<file path="config.mk">
export PLATFORM = sky130hd
export DESIGN_NAME = locked_reg_access_ctrl
export DESIGN_NICKNAME = d
export VERILOG_FILES = /design/src/rtl/locked_reg_pkg.sv /design/src/rtl/debug_session_timer.sv /design/src/rtl/locked_reg_access_ctrl.sv
export SDC_FILE = /design/constraint.sdc
export NUM_CORES = 1
export LEC_CHECK = 0
export BUFFER_PORTS_ARGS = -buffer_cell sky130_fd_sc_hd__buf_2
export CAP_MARGIN = 20
export CORE_MARGIN = 5
export CORE_UTILIZATION = 53
export CTS_CLUSTER_SIZE = 40
export DETAILED_ROUTE_END_ITERATION = 10
export PLACE_DENSITY = 0.78
export RECOVER_POWER = 25
export SYNTH_ARGS = -nofsm -noshare
export SYNTH_HDL_FRONTEND = slang
export SYNTH_SLANG_ARGS = --single-unit
</file>
<file path="constraint.sdc">
create_clock -name Clk -period 2 [get_ports Clk]
set_input_delay 0.3 -clock Clk [delete_from_list [all_inputs] [get_ports Clk]]
set_output_delay 0.3 -clock Clk [all_outputs]
set_load 0.05 [all_outputs]
</file>
<file path="src/rtl/locked_reg_pkg.sv">
// Shared definitions for the lockable-register command front-end.
// Contents: data/timer widths, command encoding, FSM state encoding.
package locked_reg_pkg;

    localparam int unsigned DATA_W  = 16;
    localparam int unsigned TIMER_W = 16;

    typedef enum logic [1:0] {
        CMD_WRITE     = 2'd0,
        CMD_LOCK      = 2'd1,
        CMD_DBG_ENTER = 2'd2,
        CMD_DBG_WRITE = 2'd3
    } cmd_e;

    typedef enum logic [0:0] {
        ST_IDLE = 1'b0,
        ST_EXEC = 1'b1
    } state_e;

endpackage

</file>
<file path="src/rtl/debug_session_timer.sv">
// Debug session timer: a 16-bit down-counter that keeps a session open.
// Ports:
//   clk_i     - clock
//   rst_ni    - synchronous active-low reset
//   load_i    - open a session and load the counter with value_i
//   value_i   - session length in cycles
//   freeze_i  - hold the counter and the session state this cycle
//   active_o  - session is open
//   expire_o  - session closes on the next edge
module debug_session_timer
    import locked_reg_pkg::*;
(
    input  logic               clk_i,
    input  logic               rst_ni,
    input  logic               load_i,
    input  logic [TIMER_W-1:0] value_i,
    input  logic               freeze_i,
    output logic               active_o,
    output logic               expire_o
);

    logic [TIMER_W-1:0] cnt_q, cnt_d;
    logic               active_q, active_d;

    always_comb begin
        cnt_d    = cnt_q;
        active_d = active_q;
        if (load_i) begin
            cnt_d    = value_i;
            active_d = 1'b1;
        end else if (active_q && !freeze_i) begin
            // A session sits at zero for one unfrozen cycle before closing.
            if (cnt_q == '0) begin
                active_d = 1'b0;
            end else begin
                cnt_d = cnt_q - 1'b1;
            end
        end
    end

    always_ff @(posedge clk_i) begin
        if (!rst_ni) begin
            cnt_q    <= '0;
            active_q <= 1'b0;
        end else begin
            cnt_q    <= cnt_d;
            active_q <= active_d;
        end
    end

    assign active_o = active_q;
    assign expire_o = active_q && !load_i && !freeze_i && (cnt_q == '0);

endmodule

</file>
<file path="src/rtl/locked_reg_access_ctrl.sv">
// Command front-end for the 16-bit lockable register. Accepts valid/ready
// requests, gates debug access (key, session timeout, failed-attempt lockout)
// and returns a one-cycle response with an error flag.
// Ports:
//   Clk, resetn          - clock, synchronous active-low reset
//   req_valid/req_ready  - request handshake
//   req_cmd, req_data    - command code and write data / debug key
//   rsp_valid, rsp_err   - one-cycle response strobe and error flag
//   Data_in, write, Lock - register data, normal write pulse, lock pulse
//   trusted, debug_mode  - trusted-write qualifier, debug session open
module locked_reg_access_ctrl
    import locked_reg_pkg::*;
#(
    parameter logic [DATA_W-1:0] DBG_KEY     = 16'hA5C3,
    parameter int unsigned       DBG_TIMEOUT = 64,
    parameter int unsigned       MAX_FAIL    = 3
) (
    input  logic              Clk,
    input  logic              resetn,
    input  logic              req_valid,
    output logic              req_ready,
    input  logic [1:0]        req_cmd,
    input  logic [DATA_W-1:0] req_data,
    output logic              rsp_valid,
    output logic              rsp_err,
    output logic [DATA_W-1:0] Data_in,
    output logic              write,
    output logic              Lock,
    output logic              trusted,
    output logic              debug_mode
);

    localparam logic [0:0]  S_IDLE = ST_IDLE;
    localparam logic [0:0]  S_EXEC = ST_EXEC;
    localparam int unsigned FailW  = $clog2(MAX_FAIL + 1);

    logic [0:0]        state_q, state_d;
    logic              rsp_valid_q, rsp_valid_d;
    logic              rsp_err_q, rsp_err_d;
    logic              write_q, write_d;
    logic              lock_q, lock_d;
    logic              trusted_q, trusted_d;
    logic [DATA_W-1:0] data_q, data_d;
    logic              lock_shadow_q, lock_shadow_d;
    logic [FailW-1:0]  fail_q, fail_d;
    logic              dbg_dis_q, dbg_dis_d;

    logic accept;
    logic tmr_load;
    logic tmr_active;
    logic unused_tmr_expire;

    debug_session_timer u_timer (
        .clk_i    (Clk),
        .rst_ni   (resetn),
        .load_i   (tmr_load),
        .value_i  (TIMER_W'(DBG_TIMEOUT)),
        .freeze_i (state_q == S_EXEC),
        .active_o (tmr_active),
        .expire_o (unused_tmr_expire)
    );

    assign accept = req_valid && (state_q == S_IDLE);

    always_comb begin
        state_d       = S_IDLE;
        rsp_valid_d   = 1'b0;
        rsp_err_d     = 1'b0;
        write_d       = 1'b0;
        lock_d        = 1'b0;
        trusted_d     = 1'b0;
        data_d        = data_q;
        lock_shadow_d = lock_shadow_q;
        fail_d        = fail_q;
        dbg_dis_d     = dbg_dis_q;
        tmr_load      = 1'b0;

        if (accept) begin
            state_d     = S_EXEC;
            rsp_valid_d = 1'b1;
            unique case (cmd_e'(req_cmd))
                CMD_WRITE: begin
                    if (!lock_shadow_q) begin
                        data_d  = req_data;
                        write_d = 1'b1;
                    end else begin
                        rsp_err_d = 1'b1;
                    end
                end
                CMD_LOCK: begin
                    lock_d        = 1'b1;
                    lock_shadow_d = 1'b1;
                end
                CMD_DBG_ENTER: begin
                    if (dbg_dis_q || tmr_active) begin
                        rsp_err_d = 1'b1;
                    end else if (req_data == DBG_KEY) begin
                        tmr_load = 1'b1;
                        fail_d   = '0;
                    end else begin
                        rsp_err_d = 1'b1;
                        // Reaching the limit disables debug; the count never passes it.
                        if (fail_q == FailW'(MAX_FAIL - 1)) begin
                            fail_d    = FailW'(MAX_FAIL);
                            dbg_dis_d = 1'b1;
                        end else begin
                            fail_d = fail_q + FailW'(1);
                        end
                    end
                end
                CMD_DBG_WRITE: begin
                    // Bypasses the lock: the register accepts debug_mode & trusted.
                    if (tmr_active) begin
                        data_d    = req_data;
                        trusted_d = 1'b1;
                    end else begin
                        rsp_err_d = 1'b1;
                    end
                end
                default: ;
            endcase
        end
    end

    always_ff @(posedge Clk) begin
        if (!resetn) begin
            state_q       <= S_IDLE;
            rsp_valid_q   <= 1'b0;
            rsp_err_q     <= 1'b0;
            write_q       <= 1'b0;
            lock_q        <= 1'b0;
            trusted_q     <= 1'b0;
            data_q        <= '0;
            lock_shadow_q <= 1'b0;
            fail_q        <= '0;
            dbg_dis_q     <= 1'b0;
        end else begin
            state_q       <= state_d;
            rsp_valid_q   <= rsp_valid_d;
            rsp_err_q     <= rsp_err_d;
            write_q       <= write_d;
            lock_q        <= lock_d;
            trusted_q     <= trusted_d;
            data_q        <= data_d;
            lock_shadow_q <= lock_shadow_d;
            fail_q        <= fail_d;
            dbg_dis_q     <= dbg_dis_d;
        end
    end

    assign req_ready  = (state_q == S_IDLE);
    assign rsp_valid  = rsp_valid_q;
    assign rsp_err    = rsp_err_q;
    assign Data_in    = data_q;
    assign write      = write_q;
    assign Lock       = lock_q;
    assign trusted    = trusted_q;
    assign debug_mode = tmr_active;

endmodule

</file>
======== Word-level counts from Yosys, hierarchy flattened ========
Index checks and enable logic that the tools add are counted.
storage, ports and cells
  register bits ........................... 42
  latch bits .............................. 0
  bits in writable memories ............... 0
  memory bits (read-only) ................. 0
  input bits .............................. 21
  output and inout port bits .............. 23
  logic and storage cells ................. 71
  memories ................................ 0
cells by class
  add/subtract/negate cells ............... 2
  $mul .................................... 0
  divide/modulo/power cells ............... 0
  magnitude comparators ................... 0
  equal/unequal tests ..................... 8
  shift operators ......................... 0
  multiplexer cells ....................... 24
  bitwise gates (word level) .............. 5
  reductions and logical operators ........ 20
operators by type and width
  cell                   count
  $mux 16                2
  $pmux 16 s2            1
  $mux 7                 3
  $eq 16x16->1 const B   1
  $logic_not 16->1       1
  $sub 16x1->16 const B  1
  $mux 1                 15
  $reduce_and 2->1       5
  $reduce_and 3->1       3
  $eq 2x2->1 const B     3
  $reduce_bool 2->1      3
  $not 1->1              5
  $reduce_and 5->1       1
  $mux 2                 2
  $ne 2x2->1 const B     2
  $reduce_and 4->1       1
  $pmux 1 s3             1
  $add 2x1->2 const B    1
  $eq 2x1->1 const B     1
  $logic_and 1x1->1      2
  $logic_not 2->1        1
  $ne 2x1->1 const B     1
  $reduce_or 2->1        1
  $logic_not 1->1        1
  $logic_or 1x1->1       1

======== Longest topological paths before layout ========
  word-level depth ........................ 7
  gate-level depth with buffers ........... 7
  mapped depth without buffers ............ 6

======== By module ========
A second synthesis with hierarchy kept.
second synthesis, totals
  cells, all modules ...................... 255
  area, all modules ....................... 2200.9 um^2
by module, submodules not included
  module                  times used  cells each  area an instance (um^2)  sequential area each (um^2)
  debug_session_timer     1           139         1107.3                   340.3
  locked_reg_access_ctrl  1           116         1093.5                   500.5

======== Worst setup path after synthesis ========
Ideal clock, no wire load.
  path kind ............................... reg2reg
  from .................................... register u_timer.active_q, in the netlist u_timer.active_o
  to ...................................... register u_timer.cnt_q[9]
  setup time .............................. 126 ps
  arrival time ............................ 1940 ps
  data required time ...................... 1874 ps
  setup slack ............................. -66 ps
  cell stages (with the launch flop) ...... 7
  buffers on the path ..................... 2
  clock period less this slack ............ 2066 ps
  path through ............................ dfxtp_1 -> or4b_4 -> or3b_1 -> buf_6 -> o21ai_4 -> buf_6 -> a21oi_1
between the ends
  cells in the longest elaborated chain, start to end .. 5
  elaborated cells between the ends (all ways) .. 7
  classes of those cells .................. 3 x mux; 4 x reduce/logical
ends and longest elaborated chain
  element                           line                          RTL
  start, declared                   debug_session_timer.sv:23     logic active_q, active_d;
  start signal, assigned            debug_session_timer.sv:47     active_q <= active_d;
  $logic_or 1x1->1                  locked_reg_access_ctrl.sv:95  if (dbg_dis_q || tmr_active) begin
  $mux 1                            locked_reg_access_ctrl.sv:95
  $mux 1                            locked_reg_access_ctrl.sv:81  unique case (cmd_e'(req_cmd))
  $mux 1                            locked_reg_access_ctrl.sv:78  if (accept) begin
  $reduce_or 2->1 (no source line)  -
  end signal, assigned              debug_session_timer.sv:46     cnt_q <= cnt_d;
  end, declared                     debug_session_timer.sv:22     logic [TIMER_W-1:0] cnt_q, cnt_d;
Parallel ways exist; a longest one is shown, timed or not.
A chain may end at the register's enable or synchronous reset.

======== Worst setup path after layout ========
  from .................................... register u_timer.cnt_q[0]
  to ...................................... register u_timer.cnt_q[11]
between the ends
  cells in the longest elaborated chain, start to end .. 3
  elaborated cells between the ends (all ways) .. 4
  classes of those cells .................. 1 x add/sub; 1 x bitwise; 2 x reduce/logical
ends and longest elaborated chain
  element
  parallel branches: the longest is 3 deep, another holds $sub 16x1->16
Parallel ways; which one is timed is not known.

==> flow_metrics.tcl <==
set metrics [dict create \
    synth-async-reset-ratio_pct 0 \
    leakagePower_nw 0.991 \
    fin_crit_ps 1880 \
    worst-path-stages 6 \
    synthFlopType "dfxtp_1" \
    crit_path_end_kind "flop" \
    cts_htree_levels 2 \
    p_sw_w 0.000401 \
    worstPathMaxFanout 12 \
    place_congestion 0.755 \
    hold_buffers 0 \
    wl_per_cell_um 13.5 \
    ys_types 50 \
    syn_area_per_cell_um2 9.61 \
    syn-cell-area_um2 1960 \
    critPathTopFamily "simple AND/OR/NAND/NOR gates" \
    die_area_um2 5020 \
    clock.fmax_ghz 0.531 \
    irDropWorstVdd_v 0.000494 \
    pre_cts_ws_ps 61.4 \
    root_buffer "clkbuf_8" \
    rr_worst_depth 6 \
    n_antenna_cell 0 \
    slew_headroom_pct 58.6 \
    clock_path_buffers 2 \
    layout.nets 279 \
    gr-usage-all-layers_pct 17.1 \
    drt_first_pass_iters 5 \
    grt_pass1_vias 1566 \
    reg2reg_from "u_timer.cnt_q[0]" \
    setup.worst_path.start "u_timer.cnt_q[0]" \
    cp.arrival_ps 2120 \
    clk_pin_slew_worst_paths_ps 80 \
    crit_buf_inv 1 \
    power_density_nw_per_um2 713 \
    crit_type "reg -> reg" \
    syn_inst 204 \
    grt_overflow_total 0 \
    rrSetupSlack_ps 120 \
    io_buffers 43 \
    rsz0062_at_grt "false" \
    p_sw_share_pct 23.8 \
    crit_path_start_kind "flop" \
    num_vias 1697 \
    pwr-share-clk_pct 39.3 \
    hold_viol 0 \
    pwr-share-comb_pct 9.6 \
    ys_seq_elements 42 \
    crit_path_top_delay_cell "or4_1" \
    drive_gt1_share_pct 21.8 \
    yosys.area.top_type "dfxtp_1" \
    post_cts_buffers 0 \
    die_w_um 70.8 \
    cts_buffers 5 \
    crit_path_end "u_timer.cnt_q[11]" \
    maxCapViolations 0 \
    p_seq_share_pct 51.2 \
    hpwl_mm 3.18 \
    synth-edff-count 0 \
    finalWirelength_mm 4.12 \
    cts_num_sinks 42 \
    final_max_slew_viol_count 0 \
    finalSetupViolCount 0 \
    clock_latency_ps 290 \
    finalCritPeriodShare_pct 94.2 \
    hp-class "in -> reg" \
    rows 22 \
    synth_fp_nets 227 \
    tns_ps 0 \
    die_h_um 70.8 \
    critPathMaxStageDelay_ps 530 \
    regToRegEndpoint "u_timer.cnt_q[11]" \
    setup_ws_ps 115 \
    status "completed" \
    ys_seq_area_share_pct 42.9 \
    start_util_pct 54.0 \
    ys_top_cells_by_area "dfxtp_1 43%, mux2i_1 9.2%, nor2b_1 6.7%" \
    cp_cell_sequence "inv_1, ha_1, nor3b_1, and4_1, or4_1, a21oi_1" \
    cts_resized 0 \
    worstPathRequired_ps 2230 \
    area_growth_pct 20.3 \
    vias_per_cell 5.56 \
    cts_tree "built" \
    ys_warn_count 0 \
    synth_top_area_share_pct 42.9 \
    io_pins 44 \
    drc 0 \
    design.core.area_um2 3630 \
    detail_route.iter0.violations 119 \
    p_int_w 0.00128 \
    antenna_found_initial 0 \
    grt_max_degree 22 \
    fin_skew_ps 6.01 \
    grt_pass1_wl_mm 7.02 \
    worstMarginPinSlew_ps 624 \
    ant_nets 0 \
]
==> cells in the mapped netlist, types with 3 or more instances <==
cell type  count
dfxtp_1       42
nor2b_1       21
mux2i_1       18
a21oi_1       15
nand2_1       11
nor2_1         7
o21ai_0        7
inv_1          6
or3_1          6
or4_1          5
clkbuf_1       4
nor3_1         4
o211ai_1       4
nand4_1        3
nor3b_1        3
o31ai_1        3
==> stage by stage <==
| stage | hold slack (ps) | total power [W] | instances | cell area, um2 | util [%] |
|---|---|---|---|---|---|
| after CTS | 243 | 0.00170 | 305 | 2370 | 65.4 |
| after detailed placement | 457 | 0.00104 | 297 | 2260 | 62.3 |
| final | 249 | 0.00168 | 305 | 2360 | 64.9 |
| after global routing | 263 | 0.00175 | 305 | 2360 | 64.9 |
| after floorplan | 377 | 0.000990 | 204 | 1960 | - |
| after global placement | 453 | 0.00104 | 297 | 2260 | 62.3 |
==> worst min path at each step <==
| stage | to | startpoint | cells after the start |
|---|---|---|---|
| global route | write | req_cmd[1] | 2 |
| floorplan | write | req_cmd[1] | 1 |
| finish | write | req_cmd[1] | 2 |
| detailed placement | u_timer.cnt_q[9] | u_timer.cnt_q[9] | 2 |
| CTS | write | req_cmd[1] | 2 |
| global placement | u_timer.cnt_q[9] | u_timer.cnt_q[9] | 2 |
==> power by group through the flow <==
stage | sequential [W] | combinational (W) | clock (W)
floorplan | 0.000924 | 0.0000664 | 0
global placement | 0.000880 | 0.000162 | 0
detailed placement | 0.000880 | 0.000164 | 0
CTS | 0.000860 | 0.000164 | 0.000677
global route | 0.000863 | 0.000173 | 0.000715
finish | 0.000860 | 0.000161 | 0.000660
==> metal layers <==
| metal | GRT usage [%] | up-vias | wire length [um] |
|---|---|---|---|
| met5 | 0 | - | 0 |
| met4 | 6.26 | 0 | 65 |
| met3 | 4.12 | 6 | 187 |
| met2 | 28.3 | 33 | 2030 |
| met1 | 21.7 | 795 | 1830 |
| li1 | - | 863 | - |
==> registers in the layout, indices dropped and copies added, names as in the netlist <==
register          flops
rsp_err               1
lock_shadow_q         1
u_timer.cnt_q        16
u_timer.active_o      1
Data_in              16
dbg_dis_q             1
fail_q                2
write                 1
Lock                  1
trusted               1
rsp_valid             1
==> cells by family (layout without fill, tap and decap cells) <==
group,count (synthesis),after routing,synth area share (%)
buffers and inverters,14,67,3.57
multiplexers,18,18,9.19
AND/OR/NAND/NOR,84,84,27.8
flip-flops,42,42,42.9
AO/OA/AOI/OAI,44,44,15.3
adder cells (fa/ha/maj),2,2,1.28
==> worst register-to-register path, stage by stage (launching register included) <==
cell and delay, ps:
dfxtp_1 370, inv_1 80, ha_1 230, nor3b_1 160, and4_1 320, or4_1 530, a21oi_1 140
==> final cells by class <==
cell class,count,area [um2]
clock inverter,2,37.5
timing repair buffer,53,274
inverter,6,22.5
tap,48,60.1
fill,335,1270
sequential,42,842
multi-input combinational,148,1050
clock buffer,6,72.6
==> cell usage in the layout (no fill, tap or decap), types with 2 or more instances in the layout <==
master / n
nor2_1: 7
nand3b_1: 2
nand4_1: 3
nor4_1: 2
nor4b_1: 2
a21boi_0: 2
buf_4: 10
nor3_1: 4
ha_1: 2
and3_1: 2
o211ai_1: 4
or4_1: 5
nor4bb_1: 2
clkbuf_1: 14
nand2_1: 11
nor2b_1: 21
mux2i_1: 18
nor3b_1: 3
o21ai_0: 7
buf_2: 30
inv_1: 6
dfxtp_1: 41
o41ai_1: 2
a21oi_1: 15
clkbuf_8: 5
and4_1: 2
or3_1: 6
o31ai_1: 3
Note: power is estimated with default switching activity, not from simulation.
